`src/rtl/lcd_arbiter_pkg.sv`:
```
// Shared types and constants for the two-requester LCD command arbiter.
// Holds the FSM state encoding, the default bus word width and its field layout.
package lcd_arbiter_pkg;

   localparam int unsigned CMD_W_DEF = 10;
   localparam int unsigned N_REQ     = 2;

   // Field positions inside an LCD bus word {rs, rw, data[7:0]}
   localparam int unsigned RS_BIT   = 9;
   localparam int unsigned RW_BIT   = 8;
   localparam int unsigned DATA_MSB = 7;
   localparam int unsigned DATA_LSB = 0;

   typedef struct packed {
      logic       rs;
      logic       rw;
      logic [7:0] data;
   } lcd_word_t;

   typedef enum logic [1:0] {
      IDLE  = 2'd0,
      ISSUE = 2'd1,
      WAIT  = 2'd2
   } state_t;

endpackage

```
`src/rtl/lcd_arbiter_rr.sv`:
```
// Two-way round-robin picker: a lone request wins, a tie goes to the
// requester that was not served last. Purely combinational one-hot output.
module lcd_arbiter_rr
   import lcd_arbiter_pkg::*;
(
   input  logic [N_REQ-1:0] req,
   input  logic             last,
   output logic [N_REQ-1:0] pick
);

   always_comb begin
      pick = '0;
      case (req)
         2'b01:   pick = 2'b01;
         2'b10:   pick = 2'b10;
         2'b11:   pick = last ? 2'b01 : 2'b10;
         default: pick = '0;
      endcase
   end

endmodule

```
`src/rtl/lcd_arbiter.sv`:
```
// Arbitrates two command requesters onto a single LCD controller, one transfer at a time.
// Define LCD_ARBITER_TIMEOUT_EN to abort transfers that stay outstanding for TIMEOUT cycles.
module lcd_arbiter
   import lcd_arbiter_pkg::*;
#(
   parameter int unsigned CMD_W   = CMD_W_DEF,
   parameter int unsigned TIMEOUT = 1023
) (
   input  logic             clk,
   input  logic             rst_n,
   input  logic             req0,
   input  logic             req1,
   input  logic [CMD_W-1:0] cmd0,
   input  logic [CMD_W-1:0] cmd1,
   output logic             gnt0,
   output logic             gnt1,
   output logic             done0,
   output logic             done1,
   input  logic             lcd_busy,
   output logic             lcd_enable,
   output logic [CMD_W-1:0] lcd_bus,
   output logic             err
);

   state_t           state, state_nxt;
   logic             owner, owner_nxt;
   logic             last, last_nxt;
   logic [N_REQ-1:0] pick, gnt_nxt, done_nxt;
   logic             enable_nxt;
   logic [CMD_W-1:0] bus_nxt;

`ifdef LCD_ARBITER_TIMEOUT_EN
   localparam int unsigned CNT_W = $clog2(TIMEOUT + 1);
   logic [CNT_W-1:0] cnt, cnt_nxt;
   logic             err_nxt;
`endif

   lcd_arbiter_rr u_rr (
      .req  ({req1, req0}),
      .last (last),
      .pick (pick)
   );

   // State and registered outputs; lcd_bus doubles as the latched command
   always_ff @(posedge clk) begin
      if (!rst_n) begin
         state      <= IDLE;
         owner      <= 1'b0;
         last       <= 1'b1;
         gnt0       <= 1'b0;
         gnt1       <= 1'b0;
         done0      <= 1'b0;
         done1      <= 1'b0;
         lcd_enable <= 1'b0;
         lcd_bus    <= '0;
`ifdef LCD_ARBITER_TIMEOUT_EN
         cnt        <= '0;
         err        <= 1'b0;
`endif
      end else begin
         state      <= state_nxt;
         owner      <= owner_nxt;
         last       <= last_nxt;
         gnt0       <= gnt_nxt[0];
         gnt1       <= gnt_nxt[1];
         done0      <= done_nxt[0];
         done1      <= done_nxt[1];
         lcd_enable <= enable_nxt;
         lcd_bus    <= bus_nxt;
`ifdef LCD_ARBITER_TIMEOUT_EN
         cnt        <= cnt_nxt;
         err        <= err_nxt;
`endif
      end
   end

   // Next-state and next-output logic
   always_comb begin
      state_nxt  = state;
      owner_nxt  = owner;
      last_nxt   = last;
      gnt_nxt    = '0;
      done_nxt   = '0;
      enable_nxt = 1'b0;
      bus_nxt    = lcd_bus;
`ifdef LCD_ARBITER_TIMEOUT_EN
      cnt_nxt    = '0;
      err_nxt    = 1'b0;
`endif
      case (state)
         IDLE: begin
            bus_nxt = '0;
            if (!lcd_busy && (pick != '0)) begin
               state_nxt  = ISSUE;
               owner_nxt  = pick[1];
               gnt_nxt    = pick;
               enable_nxt = 1'b1;
               bus_nxt    = pick[1] ? cmd1 : cmd0;
            end
         end
         ISSUE: begin
            if (lcd_busy) state_nxt = WAIT;
            else          enable_nxt = 1'b1;
         end
         WAIT: begin
            if (!lcd_busy) begin
               state_nxt = IDLE;
               done_nxt  = owner ? 2'b10 : 2'b01;
               last_nxt  = owner;
               bus_nxt   = '0;
            end
         end
         default: begin
            state_nxt = IDLE;
            bus_nxt   = '0;
         end
      endcase
`ifdef LCD_ARBITER_TIMEOUT_EN
      // Abort overrides normal completion once the grant has aged TIMEOUT cycles
      if (state != IDLE) begin
         if (cnt == CNT_W'(TIMEOUT - 1)) begin
            state_nxt  = IDLE;
            enable_nxt = 1'b0;
            bus_nxt    = '0;
            done_nxt   = owner ? 2'b10 : 2'b01;
            last_nxt   = owner;
            err_nxt    = 1'b1;
         end else begin
            cnt_nxt = cnt + CNT_W'(1);
         end
      end
`endif
   end

`ifndef LCD_ARBITER_TIMEOUT_EN
   assign err = 1'b0;
`endif

endmodule

```
`config.mk`:
```
export PLATFORM = sky130hd
export DESIGN_NAME = lcd_arbiter
export DESIGN_NICKNAME = d
export VERILOG_FILES = /design/src/rtl/lcd_arbiter_pkg.sv /design/src/rtl/lcd_arbiter_rr.sv /design/src/rtl/lcd_arbiter.sv
export SDC_FILE = /design/constraint.sdc
export NUM_CORES = 1
export LEC_CHECK = 0
export ABC_AREA = 0
export BUFFER_PORTS_ARGS = -buffer_cell sky130_fd_sc_hd__buf_2
export CORE_UTILIZATION = 39
export DETAILED_ROUTE_END_ITERATION = 8
export HOLD_SLACK_MARGIN = 0.12
export PLACE_DENSITY = 0.8
export SLEW_MARGIN = 0
export SYNTH_ARGS = -nofsm -noshare
export SYNTH_HDL_FRONTEND = slang
export SYNTH_HIERARCHICAL = 1
export SYNTH_SLANG_ARGS = --single-unit
```
`constraint.sdc`:
```
create_clock -name clk -period 1.2 [get_ports clk]
set_input_delay 0.18 -clock clk [delete_from_list [all_inputs] [get_ports clk]]
set_output_delay 0.18 -clock clk [all_outputs]
set_load 0.01 [all_outputs]
```
==> out/results.tsv <==
metric	value	unit
async_flop_share	0	%
cp-start-kind	flip-flop	
max_freq	859	MHz
yosys-top-cells-area	dfxtp_1, mux2i_1, o2bb2ai_1	
yosys_register_bits	19	
worstPathCellList	nor4b_4 > buf_4 > and2_2 > a31o_2	
worst_ep_arrival_time	1360	ps
nets	142	
clock_latency	290	ps
ys_seq_area_share	48.2	%
cts_max_level	1	
vias_per_cell	4.88	
ir_worst_vdd	708	uV
numPortBuffers	39	
wl	1750	um
setup_viol	0	
power_per_cell_area	1040	nW/um^2
postRouteAntennaNets	0	
grt_usage	15.2	%
grt_max_degree	12	
cpPeakStageDelay	440	ps
ys_warn_count	6	
cts_hold_buffers	0	
drc_errors	0	
yosysTopAreaCell	dfxtp_1	
cts.clk_slew.worst_paths	100	ps
grt_pass1_vias	537	
start_util	43.8	%
critPathMaxFanout	7	
crit_slowest_cell	dfxtp_2	
firstDrtPassIters	4	
synth_common_cells	dfxtp_1, mux2i_1, o2bb2ai_1	
dr.first_iter.drc_count	12	
grt_overflow	0	
cts_root_buffer	clkbuf_4	
wl_per_cell	12.4	um
placedCellCount	131	
core_region_area	1800	sq um
synth_edf_count	0	
hold_viol_final	0	
min_path_type	input port to flip-flop	
slew_viol_final	0	
synth_nets	94	
drv_cap	0	
antenna_cells	0	
rows	15	
synth_cell_types	23	
die_y	47.0	um
grt_pass1_wl	2260	um
fin_crit	1160	ps
synth_flop_cell	dfxtp_1	
postSynthAreaPerCell	11.4	sq um
cts.sinks	19	
p_leak	0.549	nW
finish.utilization	64.2	%
drive_above_1_share	55.2	%
path_class	flip-flop to flip-flop	
fill_cells	153	
finClkSkew	5.80	ps
ios	41	
yosysMostFrequentCell	dfxtp_1	
critical_path_required	1400	ps
synthCells	69	
fin_area	1160	sq um
via_count	688	
grt_setup_unrepaired	true	
area_growth	46.4	%
cts_buffer_depth	2	
cts_made_buffers	3	
syn_area	790	sq um
status	completed	
cts_tree	yes	
yosys.area.top_type_share	48.2	%
cp-end-kind	flip-flop	
finalWeightedCongestion	0.701	
stdcell_count	141	
placed_cell_area	1010	sq um
die_x	47.0	um
antenna_found_initial	0	
die-area	2210	sq um
dp_hpwl	1220	um
period_share	97.0	%
==> power breakdown <==
part | switching, W | leakage [nW] | internal [W]
clock network | 0.000184 | 0.0177 | 0.000124
registers | 0.0000183 | 0.155 | 0.000657
logic | 0.0000995 | 0.376 | 0.000120
==> placed cells by master (no fill, tap or decap), types with 2 or more instances in the layout <==
master	count
nor4b_1	2
and3_1	2
nand2_1	3
buf_6	2
clkbuf_4	3
o21ai_4	2
and2_2	2
mux2i_1	11
buf_2	39
dfxtp_1	16
dfxtp_2	3
o2bb2ai_1	10
buf_4	4
nor3_1	2
==> logic make-up after synthesis <==
kind of cell	synth area share [%]
multiplexers	13.9
AND/OR/NAND/NOR	16.0
other	0.475
XOR/XNOR	1.11
flip-flops	48.2
AO/OA/AOI/OAI	15.2
buffers and inverters	5.07
==> state kept, by name, summed over array words and instances, names as in the netlist <==
| register | cells |
|---|---|
| done0 | 1 |
| gnt0 | 1 |
| state | 2 |
| last | 1 |
| lcd_enable | 1 |
| owner | 1 |
| lcd_bus | 10 |
| done1 | 1 |
| gnt1 | 1 |
==> worst max-delay path, delay by kind of cell (launching register included) <==
kind            cells  cell delay (ps)
buf+inv             1              150
compound gates      1              210
flops               1              440
simple gates        2              260
==> routing by layer <==
layer,GRT usage [%],up-vias,wire (um)
met5,0,-,0
met4,8.57,0,6
met3,5.00,2,109
met2,26.4,30,848
met1,16.2,307,790
li1,-,349,-
==> layout make-up <==
class                           count  area, sq um  area share (%)
Multi-Input combinational cell     45          417            36.0
Clock buffer                        3         22.5            1.95
Inverter                            1         3.75           0.325
Timing Repair Buffer               47          293            25.3
Tap cell                           25         31.3            2.71
Sequential cell                    19          384            33.2
Clock inverter                      1         5.00           0.433
==> what timing repair did <==
item                                    CTS  global route
endpoints found under the setup margin   13            11
resized for setup                         4             8
gates cloned                              0             2
buffers inserted                          1             3
pin swaps                                 0             8
==> final timing paths <==
| kind | start | to | slack, ps | depth (start not counted) |
|---|---|---|---|---|
| max reg2reg | state[0] | owner | 40 | 4 |
| min | rst_n | last | 140 | 2 |
| max | state[0] | owner | 40 | 4 |
| min reg2reg | lcd_bus[3] | lcd_bus[3] | 470 | 1 |
==> metrics by stage <==
step	hold slack [ps]	setup slack, ps	power (W)	TNS (ps)
2_1_floorplan	259	14.5	0.000786	0
3_3_place_gp	426	51.4	0.000857	0
3_5_place_dp	441	-31.5	0.000865	-101
4_1_cts	140	5.34	0.00118	0
5_1_grt	146	-21.1	0.00127	-49.7
6_report	143	36.4	0.00120	0
No activity file was read; power rests on OpenSTA's default activity.
